$ cat src/rtl/loader_pkg.sv
// Shared definitions for the boot loader: FSM states and frame constants.
// Latency: n/a (declarations only).
// Backpressure: n/a.
package loader_pkg;

  typedef enum logic [2:0] {
    ST_LEN_LO,
    ST_LEN_HI,
    ST_PAYLOAD,
    ST_CHECK,
    ST_RUN,
    ST_ERR
  } state_t;

  // Default instruction-memory depth in 32-bit words.
  localparam int IMEM_WORDS_DEFAULT = 64;

  // Frame header is LEN_LO then LEN_HI.
  localparam int HDR_BYTES = 2;

endpackage

$ cat src/rtl/loader_word_packer.sv
// Packs accepted payload bytes little-endian into 32-bit words.
// Latency: word_vld/word_dat registered, one cycle after the 4th byte is taken.
// Backpressure: none; the caller only presents bytes it has already accepted.
// Ports: clk/rst; flush clears a partial word; byte_vld/byte_dat accepted byte;
//        last_byte high when the next byte completes a word; word_vld/word_dat packed word.
module loader_word_packer (
  input  logic        clk,
  input  logic        rst,
  input  logic        flush,
  input  logic        byte_vld,
  input  logic [7:0]  byte_dat,
  output logic        last_byte,
  output logic        word_vld,
  output logic [31:0] word_dat
);

  // Holds the first three bytes of the word; newest byte enters at the top,
  // so after three shifts the first byte sits in [7:0].
  logic [23:0] shreg;
  logic [1:0]  bcnt;

  assign last_byte = (bcnt == 2'd3);

  always_ff @(posedge clk or posedge rst) begin
    if (rst) begin
      shreg    <= '0;
      bcnt     <= '0;
      word_vld <= 1'b0;
      word_dat <= '0;
    end else begin
      word_vld <= 1'b0;
      if (flush) begin
        bcnt <= '0;
      end else if (byte_vld) begin
        bcnt  <= bcnt + 2'd1;
        shreg <= {byte_dat, shreg[23:8]};
        if (last_byte) begin
          word_vld <= 1'b1;
          word_dat <= {byte_dat, shreg};
        end
      end
    end
  end

endmodule

$ cat src/rtl/boot_loader.sv
// Receives a length-prefixed, XOR-checked byte frame and writes it into instruction memory.
// Latency: imem write one cycle after the 4th byte of each word; status follows the state register.
// Backpressure: in_ready high while loading, low in RUN/ERR; reload aborts and discards a same-cycle byte.
// Ports: clk/rst; in_valid/in_data/in_ready byte stream; reload restart request;
//        imem_we/imem_waddr/imem_wdata memory write; cpu_rst/done/error status.
module boot_loader
  import loader_pkg::*;
#(
  parameter int IMEM_WORDS = IMEM_WORDS_DEFAULT,
  parameter int AW         = 6
) (
  input  logic          clk,
  input  logic          rst,
  input  logic          in_valid,
  input  logic [7:0]    in_data,
  output logic          in_ready,
  input  logic          reload,
  output logic          imem_we,
  output logic [AW-1:0] imem_waddr,
  output logic [31:0]   imem_wdata,
  output logic          cpu_rst,
  output logic          done,
  output logic          error
);

  state_t        state, nstate;
  logic [15:0]   len;
  logic [15:0]   last_idx;
  logic [15:0]   hdr_n;
  logic [AW-1:0] wcnt;
  logic [7:0]    csum;
  logic          acc;
  logic          pay_acc;
  logic          last_byte;
  logic          last_word;

  assign in_ready  = (state == ST_LEN_LO) || (state == ST_LEN_HI) ||
                     (state == ST_PAYLOAD) || (state == ST_CHECK);
  assign acc       = in_valid && in_ready;
  // A reload in the same cycle wins, so the byte never reaches the packer.
  assign pay_acc   = acc && (state == ST_PAYLOAD) && !reload;
  assign hdr_n     = {in_data, len[7:0]};
  assign last_idx  = len - 16'd1;
  assign last_word = ({{(16-AW){1'b0}}, wcnt} == last_idx);

  loader_word_packer u_packer (
    .clk       (clk),
    .rst       (rst),
    .flush     (reload || (state != ST_PAYLOAD)),
    .byte_vld  (pay_acc),
    .byte_dat  (in_data),
    .last_byte (last_byte),
    .word_vld  (imem_we),
    .word_dat  (imem_wdata)
  );

  always_ff @(posedge clk or posedge rst) begin
    if (rst) begin
      state <= ST_LEN_LO;
    end else begin
      state <= nstate;
    end
  end

  always_comb begin
    nstate  = state;
    cpu_rst = 1'b1;
    done    = 1'b0;
    error   = 1'b0;
    case (state)
      ST_LEN_LO: begin
        if (acc) nstate = ST_LEN_HI;
      end
      ST_LEN_HI: begin
        if (acc) begin
          if ({16'd0, hdr_n} > 32'(IMEM_WORDS)) nstate = ST_ERR;
          else if (hdr_n == 16'd0)              nstate = ST_CHECK;
          else                                   nstate = ST_PAYLOAD;
        end
      end
      ST_PAYLOAD: begin
        if (acc && last_byte && last_word) nstate = ST_CHECK;
      end
      ST_CHECK: begin
        if (acc) nstate = (csum == in_data) ? ST_RUN : ST_ERR;
      end
      ST_RUN: begin
        cpu_rst = 1'b0;
        done    = 1'b1;
      end
      ST_ERR: begin
        error = 1'b1;
      end
      default: nstate = ST_LEN_LO;
    endcase
    if (reload) nstate = ST_LEN_LO;
  end

  always_ff @(posedge clk or posedge rst) begin
    if (rst) begin
      len        <= '0;
      wcnt       <= '0;
      csum       <= '0;
      imem_waddr <= '0;
    end else begin
      if (acc && (state == ST_LEN_LO)) len[7:0]  <= in_data;
      if (acc && (state == ST_LEN_HI)) len[15:8] <= in_data;

      // Word index restarts for every frame; the last word exits PAYLOAD,
      // so the increment past IMEM_WORDS-1 is never observed.
      if ((state != ST_PAYLOAD) || reload) begin
        wcnt <= '0;
      end else if (pay_acc && last_byte) begin
        wcnt       <= wcnt + 1'b1;
        imem_waddr <= wcnt;
      end

      if (state == ST_LEN_LO) csum <= '0;
      else if (pay_acc)       csum <= csum ^ in_data;
    end
  end

endmodule

$ cat config.mk
export PLATFORM = sky130hd
export DESIGN_NAME = boot_loader
export DESIGN_NICKNAME = d
export VERILOG_FILES = /design/src/rtl/loader_pkg.sv /design/src/rtl/loader_word_packer.sv /design/src/rtl/boot_loader.sv
export SDC_FILE = /design/constraint.sdc
export NUM_CORES = 1
export LEC_CHECK = 0
export ABC_AREA = 0
export CORE_UTILIZATION = 35
export DETAILED_ROUTE_END_ITERATION = 10
export PLACE_DENSITY = 0.59
export SYNTH_ARGS = -nofsm -noshare
export SYNTH_HDL_FRONTEND = slang
export SYNTH_HIERARCHICAL = 1
export SYNTH_SLANG_ARGS = --single-unit
export TNS_END_PERCENT = 50
$ cat constraint.sdc
create_clock -name clk -period 5.6 [get_ports clk]
set_input_delay 1.12 -clock clk [delete_from_list [all_inputs] [get_ports clk]]
set_output_delay 1.12 -clock clk [all_outputs]
set_load 0.02 [all_outputs]
# ---- Word-level counts from Yosys, hierarchy flattened
# Index checks and enable logic that the tools add are counted.
dict set report totals {
  register_bits 98
  latch_bits 0
  mem_bits_rw 0
  rom_bits 0
  inputBits 12
  out_inout_bits 43
  elab_cells 74
  mem_count 0
}
dict set report classes {
  addsub 3
  multipliers 0
  n_div 0
  n_lt_le_gt_ge 1
  eq_ne 14
  shift 0
  n_mux 21
  bitwise_logic 2
  n_reduce_logical 23
}
# cell n
set ops {}
lappend ops {{two-way mux 3 bit} 6}
lappend ops {{equality test 6 x 16 -> 1 bit} 1}
lappend ops {{greater-than comparator 16 x 7 -> 1 bit (second input constant)} 1}
lappend ops {{zero test 16 bit} 1}
lappend ops {{two-way mux 8 bit} 2}
lappend ops {{subtractor 16 x 1 -> 16 bit (second input constant)} 1}
lappend ops {{one-hot mux 3 bit (5 select lines)} 1}
lappend ops {{two-way mux 6 bit} 2}
lappend ops {{inequality test 3 bit (second input constant)} 3}
lappend ops {{equality test 8 bit} 1}
lappend ops {{logical AND 1 bit} 8}
lappend ops {{two-way mux 1 bit} 8}
lappend ops {{bitwise XOR 8 bit} 1}
lappend ops {{adder 6 x 1 -> 6 bit (second input constant)} 1}
lappend ops {{equality test 3 x 2 -> 1 bit (second input constant)} 2}
lappend ops {{equality test 3 bit (second input constant)} 2}
lappend ops {{inequality test 3 x 2 -> 1 bit (second input constant)} 2}
lappend ops {{nonzero test 2 bit} 3}
lappend ops {{AND reduction 5 bit} 1}
lappend ops {{logical OR 1 bit} 4}
lappend ops {{two-way mux 2 bit} 2}
lappend ops {{AND reduction 2 bit} 2}
lappend ops {{equality test 3 x 1 -> 1 bit (second input constant)} 1}
lappend ops {{zero test 3 bit} 1}
lappend ops {{other kinds (7)} 7}

# ---- Depth between registers and ports, before layout
# Gate-level depths: netlist of run 1.
dict set report logic_depth {
  word_depth 10
  mapped_depth 9
  ltp_nobuf 7
}

# ---- Modules after synthesis
# The synthesis of run 1 kept the hierarchy.
# module instances cells_per_inst area_each_um2
set modules_own_cells {}
lappend modules_own_cells {loader_word_packer 1 130 2341.0}
lappend modules_own_cells {boot_loader 1 238 2207.1}

# ---- Worst setup path before layout of run 1
# No wires, ideal clock.
dict set report synth_path {
  kind {input to register}
  start {in reload}
  end {reg u_packer.shreg[0]}
  setup_ps 125
  t_arrival_ps 2777
  required_time_ps 5475
  setup_slack_ps 2698
  path_stages 8
  path_buffers 3
  path_cell_list {nor4b_1 -> nand2_1 -> inv_1 -> buf_4 -> and2b_1 -> buf_6 -> buf_12 -> mux2_4}
}
dict set report synth_between {
  elab_chain_cells 3
  elab_cells_between_ends 5
  classes_between {1 x bitwise; 4 x reduce/logical}
}
# item line
set synth_rtl {}
lappend synth_rtl {{start, declared} boot_loader.sv:17} ;# input logic reload,
lappend synth_rtl {{zero test 1 bit} boot_loader.sv:41} ;# assign pay_acc = acc && (state == ST_PAYLOAD) && !reload;
lappend synth_rtl {{logical AND 1 bit} boot_loader.sv:41}
lappend synth_rtl {{net pay_acc} boot_loader.sv:33} ;# logic pay_acc;
lappend synth_rtl {{AND reduction 2 bit (no source line)} n/a}
lappend synth_rtl {{end signal, assigned} loader_word_packer.sv:36} ;# shreg <= {byte_dat, shreg[23:8]};
lappend synth_rtl {{end, declared} loader_word_packer.sv:19} ;# logic [23:0] shreg;
# The timed path passes the listed nets, and every way through them passes these cells.
# A chain may end at the register's enable or synchronous reset.

# ---- Worst setup path in the final report of run 1
dict set report layout_path {
  start {in reload}
  end {reg u_packer.word_dat[22]}
}
dict set report layout_between {
  elab_chain_cells 3
  elab_cells_between_ends 5
  classes_between {1 x bitwise; 4 x reduce/logical}
}
# item line
set layout_rtl {}
lappend layout_rtl {{zero test 1 bit / logical OR 1 bit (equally long branches)} {boot_loader.sv:41, boot_loader.sv:49}}
lappend layout_rtl {{logical AND 1 bit / inverter 1 bit (equally long branches)} n/a}
lappend layout_rtl {{AND reduction 3 bit (no source line) (*)} n/a}
lappend layout_rtl {{end signal, assigned} loader_word_packer.sv:39} ;# word_dat <= {byte_dat, shreg};
lappend layout_rtl {{end, declared} loader_word_packer.sv:14} ;# output logic [31:0] word_dat
# Every way passes the cells marked *; elsewhere a longest branch is shown, timed or not.

==> results of run 1 <==
==> synth_stat cells (2+ instances only) <==
cell	number	area (µm²)
or3_1	2	12.5
nor4_1	4	25.0
or3_2	3	22.5
nor4b_1	2	17.5
clkbuf_1	2	7.51
nor2_1	27	101
mux2_4	20	300
nor3_1	5	25.0
dfrtp_1	98	2450
nor2b_1	3	18.8
inv_1	13	48.8
and3_1	2	12.5
ha_1	3	37.5
mux2_1	2	22.5
a31oi_1	4	25.0
a21oi_1	2	10.0
nand2_1	36	135
buf_6	4	45.0
xnor2_1	13	114
buf_12	2	40.0
buf_2	3	15.0
a211oi_1	3	22.5
xor2_1	6	52.6
or4_4	2	22.5
o21ai_0	23	115
nand4_1	4	25.0
nand3_1	4	20.0
mux2_2	47	529
nand2b_1	3	18.8
==> through the flow <==
stage / instances / total power, mW / instance area (µm²)
finish: 600 / 1.98 / 5510
global route: 600 / 2.09 / 5510
CTS: 600 / 2.00 / 5510
floorplan: 368 / 1.25 / 4550
global placement: 585 / 1.35 / 5200
detailed placement: 585 / 1.37 / 5200
==> registers in the layout, indices dropped and copies added (netlist names) <==
name,count
csum,8
imem_waddr,6
len,16
state,3
u_packer/bcnt,2
u_packer/shreg,24
u_packer/word_dat,32
u_packer/word_vld,1
wcnt,6
==> power by group <==
part / switching (mW) / leakage [nW] / internal (mW)
clock: 0.265 / 0.150 / 0.360
sequential: 0.118 / 1.33 / 0.799
combinational: 0.215 / 1.04 / 0.223
total: 0.599 / 2.52 / 1.38
==> tightest hold or removal path: stages, from the launching register on <==
cell and delay [ps]:
dfrtp_1 350, nand2_1 50, nand2_1 50
==> routing by layer <==
layer | share of wire | vias up
met5 | 0 | -
met4 | 0.018 | 0
met3 | 0.039 | 14
met2 | 0.48 | 60
met1 | 0.46 | 1477
li1 | - | 1400
==> cells by family after synthesis <==
logic type                 Yosys count  synth area share
buffers and inverters               26            0.0391
DFF                                 98             0.539
AOI/OAI and AO/OA                   44            0.0630
muxes                               70             0.190
adders and majority gates            3           0.00825
and+or+nand+nor                    108             0.124
xor gates and xnor gates            19            0.0366
==> final timing paths <==
kind	to	startpoint	slack, ps	cells past startpoint
worst max-delay path	u_packer/word_dat[22]$_DFFE_PP0P_	reload	1960	6
worst min-delay path	imem_waddr[3]$_DFFE_PP0P_	imem_waddr[3]$_DFFE_PP0P_	480	2
worst max register to register	u_packer/word_dat[22]$_DFFE_PP0P_	state[0]$_DFFE_PP0P_	2670	5
worst min register to register	imem_waddr[3]$_DFFE_PP0P_	imem_waddr[3]$_DFFE_PP0P_	480	2
max in group asynchronous	u_packer/word_dat[9]$_DFFE_PP0P_	rst	3810	3
min in group asynchronous	imem_waddr[0]$_DFFE_PP0P_	rst	1250	3
==> layout make-up <==
type,count,area (µm²),share of cell area
flip-flops and latches,98,2450,0.445
multi-input cells,244,1920,0.348
repair buffers,58,571,0.104
clock buffers,10,239,0.0434
well taps,172,215,0.0391
clock inverters,5,63.8,0.0116
inverters,13,48.8,0.00886
==> out/metrics.cfg, run 1 <==
[clock_tree]
clockBufferDepth = 2
cts.clk_slew.worst_paths_ps = 60
cts_tree = built
cts_sinks = 98
h-tree-depth = 3
numCtsBuffers = 9
insertion_delay_ps = 340
cts_root_buf = clkbuf_16
ctsResizeCount = 0
hold_buffers = 0
cts_setup_buffers = 0

[timing]
fin_ws_ps = 1960
setup_viol = 0
fin_setup_tns_ps = 0
skew_ps = 5.54
finalCritPeriodShare = 0.650
slew_headroom = 0.378
grt_setup_unrepaired = false
drv_slew = 0
hold_viol = 0
tightest_slew_ps = 931
max_freq_mhz = 275
hold_ws_ps = 482
min_period_ps = 3640

[yosys]
syn_area_um2 = 4550
synth-edff-count = 0
ys_seq_area_frac = 0.539
syn_avg_cell_area_um2 = 12.4
yosys_warnings = 6
syn_nets = 383
ys_ff_latch = 98
netlist_instances = 368
yosys_most_used_dff = dfrtp_1
async_flop_share = 1.00
synth_cell_types = 55

[critical_path]
arrival_ps = 3870
start_kind = input pin
critPathSlowestCell = nor4b_1
cp.required_ps = 5820
crit_family = simple AND/OR/NAND/NOR gates
cp_max_fo = 33
path_cells = clkdlybuf4s50_1 -> nor4b_1 -> nand2_1 -> inv_1 -> nand3b_4 -> mux2_1
crit_path_end_kind = register
crit_buf_inv = 2
critPathMaxStageDelay_ps = 540
criticalPathCategory = input pin to register

[outcome]
outcome = completed

[pwr]
peakVddDrop_mv = 0.195
leakage_nw = 2.52
powerDensity_nw_per_um2 = 360

[floorplanning]
die_h_um = 116
dieArea_um2 = 13500
core_um2 = 12600
ios = 55
rows = 41
die_x_um = 116
start_util = 0.360

[routing]
wl_per_cell_um = 15.2
firstDrtPassIters = 4
vias = 2951
via_per_inst = 4.92
ant_nets = 0
routed_wl_mm = 9.12
drt_first_iter_violations = 143
drc = 0

[global_route]
globalRouteOverflowTotal = 0
use_met1 = 0.187
met2_usage = 0.245
grt_max_degree = 60
grt_pass1_wl_mm = 14.9
grt_pass1_vias = 2925
top_usage_layer = met2
grt_usage = 0.147
antenna_found_initial = 0
met3_usage = 0.0340

[placement]
port_buffers = 54
dp_hpwl_mm = 6.27
gp_congestion = 0.806
dp_slack_ps = 1590

[layout]
drive_above_1_share = 0.238
area_growth_pct = 21.1
postLayoutCoreUtil = 0.436
final_common_cell = dfrtp_1
antenna_cells = 0
nFillCells = 1217
mostFrequentLayoutCells = 98 x dfrtp_1, 54 x clkdlybuf4s50_1, 47 x mux2_2, 36 x nand2_1, 27 x nor2_1
final_nets = 439

[worst_hold_path]
hold_class = register to register

[job]
cap_violations = 0

Note: power is estimated with default switching activity, not from simulation.
==> inputs of run 2 (changes only) <==
Settings changed: PLACE_DENSITY 0.59 to 0.61.
Clock period 5.6 ns to 3.2 ns, I/O delays scaled along.
==> run 2 against run 1 <==
  * Sequential cell count did not move
  * Final area rose by 1.6%
  * Critical path depth fell by 2
  * Die area did not move
  * First-iteration DRC count fell by 3.5%
  * Clock skew rose by 1.4 ps
  * Power rose by 77%
  * Cell count rose by 1.2%
  * Register-to-register slack got worse by 1700 ps
  * Non-clock buffer count rose by 7
  * Sequential power rose by 74%
  * Critical endpoint is now done
==> out/metrics.cfg, run 2 (synthesis gave the netlist of run 1 again) <==
[floorplanning]
start_util = 0.360
die_x_um = 116
rows = 41
core_um2 = 12600
dieArea_um2 = 13500
die_h_um = 116
ios = 55

[layout]
final_nets = 446
regMostFlops = u_packer/word_dat
reg_top3 = u_packer/word_dat x32, u_packer/shreg x24, len x16
drive_above_1_share = 0.251
largest_reg_flops = 32
area_growth_pct = 23.0
final_area_um2 = 5590
mostFrequentLayoutCells = 98 x dfrtp_1, 54 x clkdlybuf4s50_1, 47 x mux2_2, 36 x nand2_1, 27 x nor2_1
final_common_cell = dfrtp_1
antenna_cells = 0

[placement]
placed_area_um2 = 5280
dp_hpwl_mm = 6.41
dp_slack_ps = 484
gp_congestion = 0.826
port_buffers = 54

[routing]
ant_nets = 0
firstDrtPassIters = 4
drc = 0
drt_first_iter_violations = 138
routed_wl_mm = 9.23
vias = 2973
wl_per_cell_um = 15.2
via_per_inst = 4.90

[clock_tree]
hold_buffers = 0
numCtsBuffers = 9
cts.clk_slew.worst_paths_ps = 60
cts_setup_buffers = 0
ctsResizeCount = 0
clockBufferDepth = 2
cts_tree = built
cts_root_buf = clkbuf_16
h-tree-depth = 3
insertion_delay_ps = 340
cts_sinks = 98

[global_route]
antenna_found_initial = 0
grt_usage = 0.150
grt_pass1_wl_mm = 15.3
globalRouteOverflowTotal = 0
grt_max_degree = 55
grt_pass1_vias = 3029

[timing]
grt_setup_unrepaired = false
slew_headroom = 0.555
hold_ws_ps = 480
finalCritPeriodShare = 0.822
setup_viol = 0
fin_setup_tns_ps = 0
min_period_ps = 2630
drv_slew = 0
tightest_slew_ps = 668
hold_viol = 0
fin_ws_ps = 569
max_freq_mhz = 380
skew_ps = 6.92

[outcome]
outcome = completed

[pwr]
leakage_nw = 2.57
powerDensity_nw_per_um2 = 627
peakVddDrop_mv = 0.439
total_power_mw = 3.51

[worst_hold_path]
hold_class = register to register

[critical_path]
criticalPathCategory = register to primary output
cp_max_fo = 10
arrival_ps = 1990
crit_path_end_kind = primary output
start_kind = register
cp.required_ps = 2560

[job]
cap_violations = 0

run 2: changes by cell type in the layout (fill, tap and decap cells not counted):
| cell | previous run | this run |
|---|---|---|
| clkinv_4 | 2 | 1 |
| buf_12 | 0 | 2 |
| clkinv_2 | 1 | 0 |
| inv_6 | 0 | 1 |
| clkbuf_8 | 1 | 2 |
| buf_4 | 4 | 9 |
run 2: path summary, 6_finish.rpt:
check / from / endpoint / slack, ps / cells past startpoint
worst max-delay path: state[1]$_DFFE_PP0P_ / done / 570 / 4
worst min-delay path: imem_waddr[3]$_DFFE_PP0P_ / imem_waddr[3]$_DFFE_PP0P_ / 480 / 2
worst max register to register: len[6]$_DFFE_PP0P_ / state[0]$_DFFE_PP0P_ / 980 / 5
worst min register to register: imem_waddr[3]$_DFFE_PP0P_ / imem_waddr[3]$_DFFE_PP0P_ / 480 / 2
max in group asynchronous: rst / u_packer/word_vld$_DFF_PP0_ / 1810 / 3
min in group asynchronous: rst / u_packer/word_dat[29]$_DFFE_PP0P_ / 510 / 2
run 2: layer usage:
metal / part of all wire / track usage / up-vias
met3: 0.040 / 0.0324 / 10
met2: 0.49 / 0.250 / 59
met1: 0.46 / 0.193 / 1490
li1: - / - / 1414
met5: 0 / 0 / -
met4: 0.011 / 0.0487 / 0
run 2: layout make-up:
type	count	area, µm²
Inverter	13	48.8
Sequential cell	98	2450
Clock inverter	4	58.8
Timing Repair Buffer	65	648
Fill cell	1217	7030
Multi-Input combinational cell	244	1920
Clock buffer	11	253
Tap cell	172	215
run 2: report_power, final:
group          internal [mW]  total [mW]  switching [mW]
registers               1.40        1.60           0.204
logic                  0.405       0.782           0.377
clock network          0.654        1.12           0.470
run 2: critical path: stages, from the launching register on:
cell and delay [ps]:
dfrtp_1 490, nand2b_1 220, or2_2 300, inv_1 60, clkdlybuf4s50_1 590
run 2: per-stage QoR:
step | utilization | std cells
6_report | 0.443 | 607
5_1_grt | 0.443 | 607
4_1_cts | 0.443 | 607
3_5_place_dp | 0.419 | 592
3_3_place_gp | 0.419 | 592
2_1_floorplan | - | 368
==> edit 1: new RTL, settings of run 2 <==
The 6 states of `state_t` get a Gray code encoding in 3 bits.
--- a/src/rtl/loader_pkg.sv
+++ b/src/rtl/loader_pkg.sv
@@ -6,8 +6,8 @@
   typedef enum logic [2:0] {
-    ST_LEN_LO,
-    ST_LEN_HI,
-    ST_PAYLOAD,
-    ST_CHECK,
-    ST_RUN,
-    ST_ERR
+    ST_LEN_LO  = 3'b000,
+    ST_LEN_HI  = 3'b001,
+    ST_PAYLOAD = 3'b011,
+    ST_CHECK   = 3'b010,
+    ST_RUN     = 3'b110,
+    ST_ERR     = 3'b111
   } state_t;
Function: same outputs for any inputs over 10 cycles, from zero or initial values and one cycle with rst high; not proved beyond that.
==> edit 1 against run 2 <==
- worst hold slack gained 11 ps
- routed wire length shrank 5.5%
- die area is 1.9% lower
- setup slack improved by 71 ps
- sequential cell count unchanged
- power is 6.1% lower
- design area decreased by 0.85%
- area after synthesis decreased by 1.9%
- sequential share of layout area up 0.38 points
- fmax increased by 2.8%
- largest cell class unchanged
==> edit 1: results <==
[outcome]
outcome = "completed"

[route]
drt-initial-drc-count = 146
vias_per_cell = 4.878
drt-total-wl_um = 8716
routedWlPerCell_um = 14.98

[synthesis]
ys_types = 46
ys_seq_area_frac = 0.5496
synth_xor_area_frac = 0.03533
synth-seq-cells = 98
yosys-top-cells-count = "98 x dfrtp_1, 48 x mux2_2, 24 x nor2_1"
synthAdderAreaFrac = 0.008413
muxShareOfSynthArea = 0.2176
async_flop_share = 1.000
syn_avg_cell_area_um2 = 12.97
syn_nets = 359
synth_compound_gate_area_share = 0.05468
synthTopCellsByArea = "dfrtp_1 55%, mux2_2 12%, mux2_4 6.7%"

[power]
seqPwrFrac = 0.466
irDropWorstVdd_uv = 254.9
pwr-share-clk = 0.345
p_per_area_nw_per_um2 = 593.9
power_leakage_uw = 0.002562
p_sw_uw = 966.2
p_total_uw = 3294

[setup_path]
critPathSlowestCell = "or4_4"
worstRegToRegCells = 6
worstPathMaxFanout = 9
critPathTopFamily = "simple AND/OR/NAND/NOR gates"
cp.arrival_ps = 2780

[layout]
area_growth_pct = 24.31
nNonClkInverters = 12
multi_input_area_um2 = 1837
buf_share = 0.1223
fin_nets = 424
clock_area_frac = 0.05843
antenna_cells = 0
nMultiInputCombCells = 219
area.sequential_um2 = 2452
buffers_excl_clock = 69
fillers = 1168
final_util = 0.4542
drive_gt1_frac = 0.2536

[place]
dpl.hpwl_um = 6160
globalplace.congestion = 0.7845
dpl.cell_count = 566
placed_area_um2 = 5223

[global_route]
grt_max_degree = 40
grt_pass1_wl_um = 14530
grt_pass1_vias = 2814

[cts]
clk_path_buf_depth = 2
cts_root_buffer = "clkbuf_16"
worstSkewPairLatency_ps = 350

[sta]
worstMarginPinSlew_ps = 559.8
fin_skew_ps = 7.379

[hold_path]
hold-path-cell-count = 1
min_path_type = "register to register"
-- edit 1: routing by layer --
metal	vias to the layer above	GRT usage	wire (um)
li1	1344	-	-
met1	1415	0.2026	4370
met2	70	0.2124	3830
met3	10	0.04586	429
met4	0	0.04156	85
met5	-	0	0
-- edit 1: path summary, 6_finish.rpt --
kind	slack, ps	to	from
max	640	state[0]$_DFFE_PP0P_	len[3]$_DFFE_PP0P_
min	490	imem_waddr[0]$_DFFE_PP0P_	imem_waddr[0]$_DFFE_PP0P_
max reg2reg	640	state[0]$_DFFE_PP0P_	len[3]$_DFFE_PP0P_
min reg2reg	490	imem_waddr[0]$_DFFE_PP0P_	imem_waddr[0]$_DFFE_PP0P_
max in group asynchronous	1930	u_packer/shreg[3]$_DFFE_PP0P_	rst
min in group asynchronous	700	u_packer/bcnt[1]$_DFFE_PP0P_	rst
==> edit 2: new RTL, settings of run 2 <==
Without the edit above. Set the parameter `AW` to 7 (it was 6).
--- a/src/rtl/boot_loader.sv
+++ b/src/rtl/boot_loader.sv
@@ -9,3 +9,3 @@
   parameter int IMEM_WORDS = IMEM_WORDS_DEFAULT,
-  parameter int AW         = 6
+  parameter int AW         = 7
 ) (
Interface: changed (resized imem_waddr); port bits go from 55 to 56. No check against the original RTL was run, so the function may have changed too.
==> edit 2 against run 2 <==
- core utilization decreased by 0.48 points
- sequential share of layout area up 1.0 points
- clock skew shrank 1.2 ps
- area after synthesis is 0.99% higher
- global-route usage is 0.47 points lower
- setup slack improved by 150 ps
- via count decreased by 6.0%
- design area is 0.27% lower
- sequential cell count up 2
- die area rose by 0.97%
- synthesized cell count is 5.7% lower
- largest cell class unchanged
- routed wire length down 3.2%
Power is not compared: it rests on default switching activity, and its combinational part moved more than twofold at a synthesized area within 25%.
==> edit 2: results <==
[synthesis]
synth_ff_type = "dfrtp_1"
ys_seq_area_frac = 0.5448
syn_nets = 362
syn_inst = 347
synthTopCellsByArea = "dfrtp_1 54%, mux2_2 13%, mux2_4 6.5%"
ys_types = 51
async_flop_share = 1.000
ys_warn_count = 6
yosys-top-cells-count = "100 x dfrtp_1, 55 x mux2_2, 25 x nor2_1"

[layout]
drive_gt1_frac = 0.2665
top_regs = "u_packer/word_dat x32, u_packer/shreg x24, len x16"
fin_nets = 419
final_cells = 581

[route]
first_pass_iters = 4
vias_per_cell = 4.812
wl_met1_um = 4151
drt-total-wl_um = 8935
top_layer = "met4"
drt-initial-drc-count = 118
wl_met2_um = 4343
route.met3.wl_um = 321

[cts]
clk_path_buf_depth = 2
post-cts-setup-buffer-count = 0
cts_root_buffer = "clkbuf_16"
cts-resized-gates = 0
clk_pin_slew_worst_paths_ps = 70
htree_levels = 3

[place]
portBuffers = 55
globalplace.congestion = 0.7647
dpl.hpwl_um = 6288
dpl.cell_count = 565

[sta]
worstMarginPinSlew_ps = 718.5
fin_skew_ps = 5.742

[global_route]
grt_max_degree = 60
grtUsageMet3 = 0.03269
grt_pass1_vias = 2954
grt_util_met1 = 0.1901
use_met2 = 0.2367
grt_usage = 0.1451
grt_pass1_wl_um = 14990

[setup_path]
slowest_delay_ps = 590
cp.arrival_ps = 1840
worstPathMaxFanout = 8
critPathTopFamily = "buffers and inverters"
critPathSlowestCell = "clkdlybuf4s50_1"

[outcome]
outcome = "completed"

[hold_path]
min_path_type = "register to register"
-- edit 2: cells by family after synthesis --
kind of cell,synth area share
fa+ha+maj,0.01062
buf+inv,0.03514
simple gates,0.1106
mux,0.2095
xor+xnor,0.05530
flops,0.5448
compound gates,0.03405
-- edit 2: layout make-up --
type,instances,area [um^2]
fill,1229,7143
multi-input combinational,224,1929
inverter,9,33.78
tap,172,215.2
sequential,100,2502
clock buffer,10,239.0
timing repair buffer,60,613.1
clock inverter,6,46.29
-- edit 2: power breakdown --
| part | switching [uW] | total [uW] | internal, uW |
|---|---|---|---|
| Clock | 472 | 1030 | 557 |
| Sequential | 80.0 | 1400 | 1320 |
| Combinational | 153 | 303 | 150 |
| Total | 705 | 2730 | 2030 |
-- edit 2: through the flow --
stage	worst slack [ps]	instance area, um^2	hold WS (ps)	util
after floorplan	875.1	4593	476.6	-
after global placement	422.9	5294	477.9	0.4161
after detailed placement	396.1	5294	484.5	0.4161
after CTS	711.9	5579	500.5	0.4385
after global routing	591.6	5579	523.0	0.4385
final	722.7	5579	496.5	0.4385
-- edit 2: path summary, 6_finish.rpt --
kind	slack, ps	end	startpoint	depth (start not counted)
min in group asynchronous	760	state[1]$_DFFE_PP0P_	rst	2
setup reg to reg	1010	u_packer/word_dat[22]$_DFFE_PP0P_	state[2]$_DFFE_PP0P_	5
hold reg to reg	500	u_packer/word_dat[31]$_DFFE_PP0P_	u_packer/word_dat[31]$_DFFE_PP0P_	1
setup / recovery	720	done	state[1]$_DFFE_PP0P_	4
max in group asynchronous	1860	wcnt[2]$_DFFE_PP0P_	rst	3
hold / removal	500	u_packer/word_dat[31]$_DFFE_PP0P_	u_packer/word_dat[31]$_DFFE_PP0P_	1
